File: src/rtl/lzw_byte_reorder.sv
`timescale 1ns/1ps
// lzw_byte_reorder
//   Final stage of the LZW backward decompressor. Each decoded string arrives
//   leaf-to-root and is pushed into one of two ping-pong LIFO banks. A bank is
//   drained root-first while the other bank fills, so the output is the forward
//   payload byte stream.
//
//   Optional build macro: LZW_REORDER_STAT_EN adds string/byte statistics ports.
//
// Ports
//   I_sys_clk, I_sys_rst   clock, asynchronous active-high reset
//   I_state_clr            synchronous clear of error flag and statistics
//   I_rev_data[7:0]        reversed string byte, qualified by I_rev_data_en
//   I_rev_last             root byte of the string (qualifies I_rev_data_en)
//   O_payload_data[7:0]    forward-order byte, qualified by O_payload_data_en
//   O_payload_last         final byte of a string
//   O_overflow_err         sticky, set whenever an input byte is dropped
//   O_string_cnt[31:0]     (stats build) strings emitted
//   O_byte_cnt[31:0]       (stats build) bytes emitted
module lzw_byte_reorder #(
    parameter int unsigned DEPTH = 32,
    parameter int unsigned AW    = 5
) (
    input  logic        I_sys_clk,
    input  logic        I_sys_rst,
    input  logic        I_state_clr,
    input  logic [7:0]  I_rev_data,
    input  logic        I_rev_data_en,
    input  logic        I_rev_last,
    output logic [7:0]  O_payload_data,
    output logic        O_payload_data_en,
    output logic        O_payload_last,
    output logic        O_overflow_err
`ifdef LZW_REORDER_STAT_EN
    ,
    output logic [31:0] O_string_cnt,
    output logic [31:0] O_byte_cnt
`endif
);

    typedef enum logic {ST_IDLE, ST_POP} state_t;

    state_t         r_state;
    logic [7:0]     r_mem [0:2*DEPTH-1];
    logic [1:0]     r_full;
    // Index of the last stored byte (string length minus one) per bank
    logic [AW-1:0]  r_len [0:1];
    logic           r_wr_sel;
    logic           r_rd_sel;
    logic [AW-1:0]  r_wr_ptr;
    logic [AW-1:0]  r_rd_ptr;
    // Set after a truncated string: discard input until its real root byte
    logic           r_drop;

    logic           w_wr_bank_full;
    logic           w_wr_accept;
    logic           w_wr_at_top;
    logic           w_wr_end;
    logic           w_trunc;
    logic           w_in_drop;
    logic           w_pop;
    logic           w_pop_end;

    // A bank released this cycle still reads full, so a same-cycle write is dropped
    assign w_wr_bank_full = r_full[r_wr_sel];
    assign w_wr_accept    = I_rev_data_en && !r_drop && !w_wr_bank_full;
    assign w_wr_at_top    = (r_wr_ptr == AW'(DEPTH - 1));
    assign w_wr_end       = w_wr_accept && (I_rev_last || w_wr_at_top);
    assign w_trunc        = w_wr_accept && !I_rev_last && w_wr_at_top;
    assign w_in_drop      = I_rev_data_en && !w_wr_accept;
    assign w_pop          = (r_state == ST_POP);
    assign w_pop_end      = w_pop && (r_rd_ptr == '0);

    // Stack storage; contents are don't-care until a bank is marked full
    always_ff @(posedge I_sys_clk) begin
        if (w_wr_accept) begin
            r_mem[{r_wr_sel, r_wr_ptr}] <= I_rev_data;
        end
    end

    // Write pointer, bank select, lengths and truncation drop state
    always_ff @(posedge I_sys_clk or posedge I_sys_rst) begin
        if (I_sys_rst) begin
            r_wr_ptr <= '0;
            r_wr_sel <= 1'b0;
            r_drop   <= 1'b0;
            r_len[0] <= '0;
            r_len[1] <= '0;
        end else if (I_rev_data_en) begin
            if (r_drop) begin
                if (I_rev_last) begin
                    r_drop <= 1'b0;
                end
            end else if (w_wr_bank_full) begin
                if (I_rev_last) begin
                    r_wr_ptr <= '0;
                end
            end else if (w_wr_end) begin
                r_len[r_wr_sel] <= r_wr_ptr;
                r_wr_sel        <= ~r_wr_sel;
                r_wr_ptr        <= '0;
                r_drop          <= !I_rev_last;
            end else begin
                r_wr_ptr <= r_wr_ptr + AW'(1);
            end
        end
    end

    // Bank full flags: set on string end, cleared on the last pop
    always_ff @(posedge I_sys_clk or posedge I_sys_rst) begin
        if (I_sys_rst) begin
            r_full <= '0;
        end else begin
            for (int b = 0; b < 2; b++) begin
                if (w_wr_end && (r_wr_sel == 1'(b))) begin
                    r_full[b] <= 1'b1;
                end else if (w_pop_end && (r_rd_sel == 1'(b))) begin
                    r_full[b] <= 1'b0;
                end
            end
        end
    end

    // Read FSM with registered payload outputs
    always_ff @(posedge I_sys_clk or posedge I_sys_rst) begin
        if (I_sys_rst) begin
            r_state           <= ST_IDLE;
            r_rd_sel          <= 1'b0;
            r_rd_ptr          <= '0;
            O_payload_data    <= '0;
            O_payload_data_en <= 1'b0;
            O_payload_last    <= 1'b0;
        end else begin
            O_payload_data_en <= 1'b0;
            O_payload_last    <= 1'b0;
            case (r_state)
                ST_IDLE: begin
                    if (r_full[r_rd_sel]) begin
                        r_rd_ptr <= r_len[r_rd_sel];
                        r_state  <= ST_POP;
                    end
                end
                ST_POP: begin
                    O_payload_data    <= r_mem[{r_rd_sel, r_rd_ptr}];
                    O_payload_data_en <= 1'b1;
                    if (r_rd_ptr == '0) begin
                        O_payload_last <= 1'b1;
                        r_rd_sel       <= ~r_rd_sel;
                        r_state        <= ST_IDLE;
                    end else begin
                        r_rd_ptr <= r_rd_ptr - AW'(1);
                    end
                end
                default: r_state <= ST_IDLE;
            endcase
        end
    end

    // Sticky overflow flag; a new overflow beats a simultaneous clear
    always_ff @(posedge I_sys_clk or posedge I_sys_rst) begin
        if (I_sys_rst) begin
            O_overflow_err <= 1'b0;
        end else if (w_in_drop || w_trunc) begin
            O_overflow_err <= 1'b1;
        end else if (I_state_clr) begin
            O_overflow_err <= 1'b0;
        end
    end

`ifdef LZW_REORDER_STAT_EN
    // Statistics advance in step with the payload outputs; clear wins over increment
    always_ff @(posedge I_sys_clk or posedge I_sys_rst) begin
        if (I_sys_rst) begin
            O_string_cnt <= '0;
            O_byte_cnt   <= '0;
        end else if (I_state_clr) begin
            O_string_cnt <= '0;
            O_byte_cnt   <= '0;
        end else begin
            if (w_pop) begin
                O_byte_cnt <= O_byte_cnt + 32'd1;
            end
            if (w_pop_end) begin
                O_string_cnt <= O_string_cnt + 32'd1;
            end
        end
    end
`endif

endmodule

File: config.mk
export PLATFORM = sky130hd
export DESIGN_NAME = lzw_byte_reorder
export DESIGN_NICKNAME = d
export VERILOG_FILES = /design/src/rtl/lzw_byte_reorder.sv
export SDC_FILE = /design/constraint.sdc
export NUM_CORES = 1
export LEC_CHECK = 0
export CAP_MARGIN = 40
export CELL_PAD_IN_SITES_DETAIL_PLACEMENT = 2
export CELL_PAD_IN_SITES_GLOBAL_PLACEMENT = 2
export CORE_UTILIZATION = 30
export CTS_CLUSTER_DIAMETER = 200
export CTS_CLUSTER_SIZE = 25
export DETAILED_ROUTE_END_ITERATION = 10
export PLACE_DENSITY = 0.52
export SYNTH_ARGS = -nofsm -noshare
export SYNTH_HDL_FRONTEND = slang
export SYNTH_SLANG_ARGS = --single-unit
File: constraint.sdc
create_clock -name I_sys_clk -period 2.7 [get_ports I_sys_clk]
set_clock_uncertainty 0.05 [all_clocks]
set_input_delay 0.405 -clock I_sys_clk [delete_from_list [all_inputs] [get_ports I_sys_clk]]
set_output_delay 0.405 -clock I_sys_clk [all_outputs]
set_load 0.01 [all_outputs]
==> Word level (Yosys, flattened, before mapping) <==
Memory sizes are Yosys's and may differ from the RTL's. A register that Yosys moved wholly into a read port is not among the register bits.
Index checks and enable logic that the tools add are counted.
{ "totals": {"register_bits": 29, "mem_bits_rw": 512, "in_bits": 13, "out_inout_bits": 11, "elab_cells": 92, "memories": 1} }
{ "op_classes": {"n_addsub": 2, "magnitude_cmp": 5, "n_eq_ne": 4, "muxes": 34, "bitwise": 7, "n_reduce_logical": 26} }
{ "mem_list": {"columns": ["memory", "words", "word_bits", "read_ports", "rd_ports_with_merged_regs", "wr", "line_no", "text"], "rows": [
  ["r_mem", 64, 8, 1, 1, 1, "44", "logic [7:0] r_mem [0:2*DEPTH-1];"]
]} }
{ "op_table": {"columns": ["op", "count"], "rows": [
  ["2-to-1 mux 5 bit", 9],
  ["2-to-1 mux 1 bit", 21],
  ["logical AND 1 bit", 12],
  ["bitwise mux 10 bit", 1],
  ["case mux 5 bit (2 select lines)", 1],
  ["inequality test 2 bit (second input constant)", 3],
  ["nonzero test 2 bit", 3],
  ["adder 5 x 1 -> 5 bit (second input constant)", 1],
  ["demux 5 bit (select 1 bit)", 1],
  ["equality test 5 bit (second input constant)", 1],
  ["zero test 5 bit", 1],
  ["inverter 1 bit", 5],
  ["subtractor 5 x 1 -> 5 bit (second input constant)", 1],
  ["greater-or-equal comparator 2 bit (second input constant)", 2],
  ["zero test 1 bit", 4],
  ["< comparator 1 x 2 -> 1 bit (second input constant)", 2],
  ["inverter 1 -> 2 bit", 2],
  ["AND reduction 2 bit", 2],
  ["AND reduction 4 bit", 1],
  ["AND reduction 3 bit", 1],
  ["logical OR 1 bit", 2],
  ["< comparator 2 x 1 -> 1 bit (second input constant)", 1],
  ["case mux 1 bit (2 select lines)", 1]
]} }

==> Logic depth before layout (Yosys ltp) <==
Gate-level depths: netlist of the first run.
{ "depth": {"ltp_word": 8, "depth_mapped": 12, "mapped_depth_nobuf": 8} }

==> Worst setup path after synthesis of the first run <==
Ideal clock, no wire load.
{ "synth_timing": {"kind": "register -> register", "start": "register r_rd_ptr[0]", "end": "register r_rd_ptr[2]", "setup_time_ps": 77, "arrival_ps": 2385, "required_ps": 2573, "slack_ps": 188, "path_stages_with_launch": 12, "path_buffers": 4, "synth_period_minus_slack_ps": 2512, "path_cell_list": "dfrtp_1 buf_4 buf_4 buf_4 inv_2 clkbuf_1 ha_1 nor3b_1 a22oi_2 nand2_1 o22ai_1 a21oi_1"} }
{ "synth_via": {"elab_chain_len": 3, "elab_cells_between_ends": 6, "classes_between": "add/sub: 1; eq/ne: 1; mux: 2; reduce/logical: 2"} }
{ "synth_rtl": {"columns": ["item", "line_no", "text"], "rows": [
  ["from (decl)", "51", "logic [AW-1:0] r_rd_ptr;"],
  ["from (signal assigned)", "139", "r_rd_ptr <= r_len[r_rd_sel];"],
  ["from (signal assigned)", "151", "r_rd_ptr <= r_rd_ptr - AW'(1);"],
  ["subtractor 5 x 1 -> 5 bit / zero test 5 bit (equally long branches)", "151, 146", null],
  ["2-to-1 mux 5 bit / inequality test 2 bit (equally long branches)", null, null],
  ["case mux 5 bit (2 select lines) / AND reduction 2 bit (equally long branches)", null, null]
]} }
Parallel ways exist; a longest one is shown, timed or not. The select of a mux whose other input is x is not followed.
A chain may end at the register's enable or synchronous reset.

==> impl_metrics.tcl, run 1 <==
set metrics [dict create \
    met1_usage_pct 21.4 \
    p_per_area_nw_per_um2 847 \
    grt_max_degree 65 \
    portBuffers 23 \
    htree_levels 1 \
    cp_max_fo 16 \
    cts-root-buf "clkbuf_16" \
    drive_gt1_share_pct 27.7 \
    fill_cells 6840 \
    cap_violations 0 \
    drtPass1Iterations 5 \
    io_pins 24 \
    avgViaCountPerCell 4.88 \
    synth_nets 1082 \
    diodes 0 \
    finalNetCount 1197 \
    slowest_stage "dfrtp_4" \
    clock_latency_ps 580 \
    post_drt_wl_per_cell_um 26.3 \
    grt_pass1_vias 11700 \
    busiest_layer "met2" \
    met3_usage_pct 1.76 \
    cts_tree "built" \
    hold_viol 0 \
    start_util_pct 30.5 \
    synthToLayoutAreaGrowth_pct 13.7 \
    crit_path_max_incr_delay_ps 550 \
    gr-usage-met2_pct 26.6 \
    grt_overflow 0 \
    p_leak_nw 7.71 \
    timing.final.ws_setup_ps 75.1 \
    mostFrequentLayoutCells "edfxtp_1, mux4_2, buf_4" \
    synth_warnings 0 \
    cp-startpoint "r_rd_ptr[0]" \
    finalWirelength_mm 56.2 \
    fp.dieH_um 270 \
    synth_enable_flop_cells 512 \
    num_rows 97 \
    cts_setup_buffers 0 \
    r2r_start "r_rd_ptr[0]" \
    drtAntennaViolNets 0 \
    place_ws_ps -21.3 \
    vias 10400 \
    status "complete, no violations" \
    synthCells 1066 \
    grt_first_pass_wirelength_mm 82.6 \
    die-area_sq_um 72700 \
    setup_viol 0 \
    cp.required_ps 3100 \
    ys_seq_elements 549 \
    slew_headroom_pct 47.4 \
    antenna_found_initial 1 \
    synthDistinctLibCells 38 \
    syn-cell-area_sq_um 21500 \
    grt_usage_pct 15.5 \
    drv_slew 0 \
    hp-class "primary input to asynchronous set/reset pin" \
    placed_area_sq_um 23700 \
    synthFlopType "edfxtp_1" \
    path_clk_slew_ps 110 \
    crit_chain "buf_12 -> buf_12 -> nand2b_1 -> o221ai_1 -> o22ai_1 -> a221oi_1 -> o221ai_1" \
    cts_buffers 25 \
    drc 0 \
    critical_path_class "flop to flop" \
    worst_pin_slew_ps 787 \
    detailed_place_hpwl_mm 36.4 \
    drt_iter0_markers 656 \
    r2r_cells 7 \
    core-area_sq_um 70500 \
    vdd_drop_max_uv 500 \
    cp_data_arrival_time_ps 3020 \
    critPathLaunchType "flop" \
    min_period_ps 2620 \
    max_freq_mhz 381 \
    ys_seq_area_share_pct 75.9 \
    synth.avg_cell_area_sq_um 20.2 \
    synthArstFlopShare_pct 6.74 \
    worst_setup_path_end_kind "flop" \
    clock-sinks 549 \
    die_x_um 270 \
    gp_congestion 0.734 \
    finalCritPeriodShare_pct 97.2 \
    fin_area_sq_um 24400 \
    rsz0062_at_grt "no" \
    ctsLongestPathBuffers 3 \
    final_common_cell "edfxtp_1" \
]
[metal layers]
layer  share of wire (%)  vias to the layer above
met5               0.014                        -
met4                 1.7                        2
met3                 2.5                       45
met2                  50                      127
met1                  46                     5729
li1                    -                     4538
[critical path: cells and delay by family, from the launching register on]
kind                   cells  cell delay, ps
AO/OA/AOI/OAI              4            1250
flip-flops                 1             550
buffers and inverters      2             350
AND/OR/NAND/NOR            1             280
[what timing repair did]
action / 4_1_cts / 5_1_grt
hold buffers: 0 / 0
resized for setup: 2 / 0
setup endpoints to repair: 2 / 0
[power by group]
part | total (W) | switching [W] | internal [W]
clock | 0.00439 | 0.00260 | 0.00179
sequential | 0.00997 | 0.000352 | 0.00962
combinational | 0.00634 | 0.00343 | 0.00291
[path summary, 6_finish.rpt]
path / end / slack [ps]
worst max-delay path: O_payload_data[4] / 80
worst min-delay path: r_wr_ptr[4] / 220
worst max register to register: O_payload_data[4] / 80
worst min register to register: O_overflow_err / 460
max in group asynchronous: r_rd_ptr[0] / 1780
min in group I_sys_clk: r_mem[34][1] / 280
[flip-flops by register name, summed over array words and instances, names as in the netlist]
signal / flops
r_full: 2
O_payload_data_en: 1
r_state: 1
O_payload_data: 8
r_drop: 1
r_mem: 512
r_rd_sel: 1
O_overflow_err: 1
O_payload_last: 1
r_wr_ptr: 5
r_len: 10
r_rd_ptr: 5
r_wr_sel: 1
[cells in the mapped netlist, types with 2 or more instances]
master    number  area share, %
edfxtp_1     512             72
mux4_2       120             13
nor2_1        87            1.5
nand2_1       46           0.80
mux2_2        45            2.4
dfrtp_1       37            4.3
mux2i_1       33            1.5
clkbuf_1      22           0.38
buf_2         21           0.49
a32oi_1       16           0.65
inv_1         16           0.28
nand3_1       16           0.37
o221ai_1      16           0.65
o22ai_1       11           0.32
buf_1          9           0.16
a221oi_1       8           0.33
buf_4          5           0.17
nor2b_1        5           0.15
a21oi_1        4          0.093
o21ai_0        4          0.093
xnor2_1        4           0.16
and2_1         3          0.087
ha_1           3           0.17
nand2b_1       3          0.087
nand3b_1       3           0.10
a22o_1         2          0.082
and3_1         2          0.058
nor3_1         2          0.047
o211ai_1       2          0.070
[final cells by class]
cell class,instances,area (sq um),share of cell area [%]
sequential,549,16300,66.8
tap,940,1180,4.82
inverter,17,63.8,0.261
timing repair buffer,146,1300,5.33
multi-input combinational,442,4870,19.9
clock buffer,45,704,2.88
[metrics by stage]
stage	setup TNS (ps)	total power, W	instances	hold slack, ps	util [%]
floorplan	0	0.0140	1066	302	-
global placement	-247	0.0165	2094	433	33.6
detailed placement	-405	0.0166	2094	442	33.6
CTS	0	0.0211	2139	224	34.6
global route	0	0.0216	2139	270	34.6
finish	0	0.0207	2139	221	34.6
[kinds of logic after synthesis]
kind of cell,after synthesis,share of synthesized area (%)
flip-flops,549,75.9
multiplexers,198,16.5
AND/OR/NAND/NOR,171,3.36
buffers and inverters,75,1.55
AO/OA/AOI/OAI,66,2.42
XOR/XNOR,4,0.163
adder cells (fa/ha/maj),3,0.175
Power figures use the tool's default switching activity.
==> run 2, diff against run 1 <==
--- a/config.mk
+++ b/config.mk
@@ -8,11 +8,12 @@
 export CAP_MARGIN = 40
 export CELL_PAD_IN_SITES_DETAIL_PLACEMENT = 2
 export CELL_PAD_IN_SITES_GLOBAL_PLACEMENT = 2
-export CORE_UTILIZATION = 30
+export CORE_MARGIN = 1.5
+export CORE_UTILIZATION = 45
 export CTS_CLUSTER_DIAMETER = 200
 export CTS_CLUSTER_SIZE = 25
 export DETAILED_ROUTE_END_ITERATION = 10
-export PLACE_DENSITY = 0.52
+export PLACE_DENSITY = 0.74
 export SYNTH_ARGS = -nofsm -noshare
 export SYNTH_HDL_FRONTEND = slang
 export SYNTH_SLANG_ARGS = --single-unit
==> run 2 against run 1 <==
  * Design area fell by 1.1%
  * Critical path depth rose by 1
  * Cell count fell by 15%
  * Combinational power rose by 4.4%
  * Critical endpoint is now O_payload_data[0]
==> impl_metrics.tcl, run 2 (synthesis results as in run 1) <==
set metrics [dict create \
    status "complete, no violations" \
    grt_first_pass_wirelength_mm 83.9 \
    worst_pin_slew_ps 858 \
    r2r_start "r_rd_ptr[0]" \
    vdd_drop_max_uv 773 \
    cp-startpoint "r_rd_ptr[0]" \
    grt_pass1_vias 11900 \
    p_leak_nw 7.79 \
    final_common_cell "edfxtp_1" \
    slew_headroom_pct 42.5 \
    hp-class "primary input to asynchronous set/reset pin" \
    htree_levels 1 \
    synthToLayoutAreaGrowth_pct 12.4 \
    r2r_cells 8 \
    drv_slew 0 \
    die_x_um 222 \
    critical_path_class "flop to flop" \
    reg2reg_slack_ps 70 \
    hold_viol 0 \
    antenna_found_initial 3 \
    portBuffers 23 \
    worst_setup_path_end_kind "flop" \
    vias 10800 \
    fp.dieH_um 222 \
    regArea_sq_um 16300 \
    top_register "r_mem" \
    post_drt_wl_per_cell_um 31.5 \
    multi_input_area_sq_um 4870 \
    cts_tree "built" \
    clock_latency_ps 600 \
    cts-root-buf "clkbuf_16" \
    timing.final.ws_setup_ps 74.6 \
    setup_viol 0 \
    ctsLongestPathBuffers 3 \
    grt_overflow 0 \
    top_regs "r_mem: 512 flops, r_len: 10 flops, O_payload_data: 8 flops" \
    gp_congestion 0.827 \
    place_inst 1767 \
    crit_end "O_payload_data[0]" \
    drive_gt1_share_pct 28.5 \
    diodes 0 \
    cts_buffers 25 \
    grt_max_degree 65 \
    drtPass1Iterations 7 \
    max_freq_mhz 381 \
    drt_iter0_markers 936 \
    cp_data_arrival_time_ps 3020 \
    num_rows 79 \
    place_ws_ps 7.95 \
    io_pins 24 \
    grt_usage_pct 23.7 \
    timing.rr.end "O_payload_data[0]" \
    p_per_area_nw_per_um2 869 \
    largest_reg_flops 512 \
    mostFrequentLayoutCells "edfxtp_1, mux4_2, buf_4" \
    critPathLaunchType "flop" \
    die-area_sq_um 49100 \
    cp_max_fo 12 \
    min_period_ps 2630 \
    avgViaCountPerCell 5.95 \
    clock-sinks 549 \
    core-area_sq_um 46900 \
    final_cells 1822 \
    finalNetCount 1212 \
    drtAntennaViolNets 0 \
    drc 0 \
    detailed_place_hpwl_mm 38.4 \
    fill_cells 4050 \
    finalCritPeriodShare_pct 97.2 \
    finalWirelength_mm 57.4 \
    path_clk_slew_ps 110 \
    cap_violations 0 \
    cp.required_ps 3100 \
    start_util_pct 45.9 \
]
[run 2: metrics by stage]
| step | util, % | TNS [ps] | cell area (sq um) | total power [W] | hold WS (ps) |
|---|---|---|---|---|---|
| global route | 51.5 | -15.5 | 24100 | 0.0218 | 153 |
| global placement | 49.8 | 0 | 23300 | 0.0163 | 436 |
| floorplan | - | 0 | 21500 | 0.0140 | 302 |
| finish | 51.5 | 0 | 24100 | 0.0210 | 134 |
| detailed placement | 49.8 | 0 | 23300 | 0.0166 | 446 |
| CTS | 51.4 | 0 | 24100 | 0.0210 | 150 |
[run 2: cell type report]
cell class / instances / share of cell area, %
Clock buffer: 45 / 2.92
Multi-Input combinational cell: 442 / 20.2
Clock inverter: 1 / 0.0363
Inverter: 17 / 0.264
Sequential cell: 549 / 67.5
Tap cell: 607 / 3.15
Timing Repair Buffer: 161 / 5.93
[run 2: worst min-delay path by stage]
| stage | endpoint | slack [ps] | depth (start not counted) |
|---|---|---|---|
| after floorplan | O_payload_data_en | 300 | 0 |
| after global placement | r_len[1] | 440 | 1 |
| after detailed placement | r_len[3] | 450 | 1 |
| after CTS | r_rd_ptr[1] | 150 | 2 |
| after global routing | r_rd_ptr[2] | 150 | 2 |
| final | r_rd_ptr[1] | 130 | 2 |
[run 2: metal layers]
layer,up-vias,global-route usage (%),share of wire [%]
met5,-,0,0.021
met4,2,4.79,2.1
met3,63,2.48,4.0
met2,268,40.9,51
met1,5943,33.1,43
li1,4569,-,-
[run 2: report_power, final]
group	internal [W]	leakage, nW	switching [W]	total [W]
clock	0.00179	0.340	0.00262	0.00441
sequential	0.00962	5.06	0.000341	0.00996
combinational	0.00308	2.38	0.00354	0.00662
[run 2: timing repair]
action,CTS,global route
resized for setup,0,2
buffers inserted,0,8
hold buffers,1,0
setup endpoints to repair,0,5
endpoints found under the hold margin,1,0
[run 2: critical path, stage by stage (launching register included)]
cell	delay [ps]
dfrtp_4	570
buf_12	200
buf_12	150
buf_4	190
mux4_2	540
mux2i_1	210
a32oi_1	130
nand3_1	270
o221ai_1	160
==> run 3, diff against run 2 <==
--- a/config.mk
+++ b/config.mk
@@ -14,6 +14,7 @@
 export CTS_CLUSTER_SIZE = 25
 export DETAILED_ROUTE_END_ITERATION = 10
 export PLACE_DENSITY = 0.74
+export SLEW_MARGIN = 20
 export SYNTH_ARGS = -nofsm -noshare
 export SYNTH_HDL_FRONTEND = slang
 export SYNTH_SLANG_ARGS = --single-unit
==> run 3 against run 2 <==
  * Flip-flop and latch count unchanged
  * Worst hold slack better by 140 ps
  * Core utilization increased by 0.080 points
==> impl_metrics.tcl, run 3 (synthesis results as in run 1) <==
set metrics [dict create \
    die_x_um 222 \
    gp_congestion 0.827 \
    grt_max_degree 65 \
    final_cells 1824 \
    path_clk_slew_ps 100 \
    portBuffers 23 \
    slowest_stage "dfrtp_4" \
    cp.required_ps 3100 \
    top_regs "r_mem: 512 flops, r_len: 10 flops, O_payload_data: 8 flops" \
    avgViaCountPerCell 5.94 \
    cts_buffers 25 \
    fill_cells 4048 \
    hp-class "primary input to flop" \
    grt_pass1_vias 11900 \
    drt_iter0_markers 920 \
    clock_latency_ps 600 \
    cts_tree "built" \
    fp.dieH_um 222 \
    worst_pin_slew_ps 847 \
    p_per_area_nw_per_um2 868 \
    fin_setup_tns_ps 0 \
    diodes 0 \
    finalWirelength_mm 57.4 \
    grt_usage_pct 23.7 \
    drtPass1Iterations 7 \
    cp_common_cell "buf_12" \
    die-area_sq_um 49100 \
    final_util_pct 51.6 \
    drive_gt1_share_pct 28.5 \
    min_period_ps 2640 \
    cap_violations 0 \
    drv_slew 0 \
    io_pins 24 \
    vias 10800 \
    drtAntennaViolNets 0 \
    fin_area_sq_um 24200 \
    p_leak_nw 7.80 \
    critical_path_class "flop to flop" \
    core-area_sq_um 46900 \
    ctsLongestPathBuffers 3 \
    mostFrequentLayoutCells "edfxtp_1, mux4_2, buf_4" \
    max_freq_mhz 378 \
    worst_setup_path_end_kind "flop" \
    placed_area_sq_um 23300 \
    grt_first_pass_wirelength_mm 83.9 \
    crit_path_max_incr_delay_ps 570 \
    htree_levels 1 \
    num_rows 79 \
    largest_reg_flops 512 \
    cts-root-buf "clkbuf_16" \
    cp_data_arrival_time_ps 3040 \
    grt_overflow 0 \
    finalCritPeriodShare_pct 97.9 \
    critPathLaunchType "flop" \
    synthToLayoutAreaGrowth_pct 12.5 \
    setup_viol 0 \
    drc 0 \
    final_common_cell "edfxtp_1" \
    path_delay_family "multiplexers" \
    clock-sinks 549 \
    top_register "r_mem" \
    finalNetCount 1214 \
    crit_chain "buf_12 -> buf_12 -> buf_4 -> mux4_2 -> mux2i_1 -> a32oi_1 -> nand3_1 -> o221ai_1" \
    detailed_place_hpwl_mm 38.4 \
    hold_viol 0 \
    slew_headroom_pct 43.5 \
    vdd_drop_max_uv 769 \
    place_inst 1767 \
    antenna_found_initial 2 \
    start_util_pct 45.9 \
    post_drt_wl_per_cell_um 31.4 \
    cp.buffers_inverters 3 \
    status "complete, no violations" \
    cp_max_fo 12 \
]
-- run 3: cell count changes in the layout (fill, tap and decap cells not counted) --
cell,change
buf_16,+1
dlygate4sd3_1,+1
-- run 3: path summary, 6_finish.rpt --
| check | cells past startpoint | slack [ps] | from | end |
|---|---|---|---|---|
| min reg2reg | 1 | 470 | r_len[5] | r_len[5] |
| min in group asynchronous | 3 | 490 | I_sys_rst | O_payload_last |
| max | 8 | 60 | r_rd_ptr[0] | O_payload_data[0] |
| max in group asynchronous | 5 | 1390 | I_sys_rst | r_rd_ptr[4] |
| max reg2reg | 8 | 60 | r_rd_ptr[0] | O_payload_data[0] |
| min | 2 | 270 | I_rev_data[0] | r_mem[41][0] |
-- run 3: power by group --
part | switching, W | total, W | internal, W
Combinational | 0.00355 | 0.00663 | 0.00308
Sequential | 0.000340 | 0.00996 | 0.00962
Clock | 0.00261 | 0.00440 | 0.00179
Total | 0.00649 | 0.0210 | 0.0145
-- run 3: layout make-up --
type	instances	area [sq um]	share of cell area, %
multi-input cells	442	4870	20.1
flip-flops and latches	549	16300	67.4
clock inverters	1	8.76	0.0362
inverters	17	63.8	0.264
well taps	607	759	3.14
repair buffers	163	1470	6.08
clock buffers	45	704	2.91
-- run 3: timing repair --
item / in CTS / in global routing
gates resized for setup: 0 / 2
buffers inserted: 0 / 8
hold buffers: 1 / 1
hold endpoints to repair: 1 / 1
endpoints found under the setup margin: 0 / 5
-- run 3: routing by layer --
layer  vias to the layer above  part of all wire [%]  global-route usage [%]
li1                       4580                     -                       -
met1                      5940                    43                    33.1
met2                       249                    51                    40.9
met3                        61                   4.2                    2.48
met4                         2                   2.1                    4.79
met5                         -                 0.021                       0
-- run 3: worst reg2reg max path, cell delays in order, from the launching register on --
cell and delay, ps:
dfrtp_4 570, buf_12 210, buf_12 160, buf_4 190
mux4_2 540, mux2i_1 230, a32oi_1 140, nand3_1 260
o221ai_1 160
-- run 3: per-stage QoR --
step	power (W)	setup slack, ps	hold slack (ps)
5_1_grt	0.0218	-9.51	269
3_5_place_dp	0.0166	7.95	446
3_3_place_gp	0.0163	91.0	436
2_1_floorplan	0.0140	188	302
6_report	0.0210	56.8	273
4_1_cts	0.0210	14.6	150
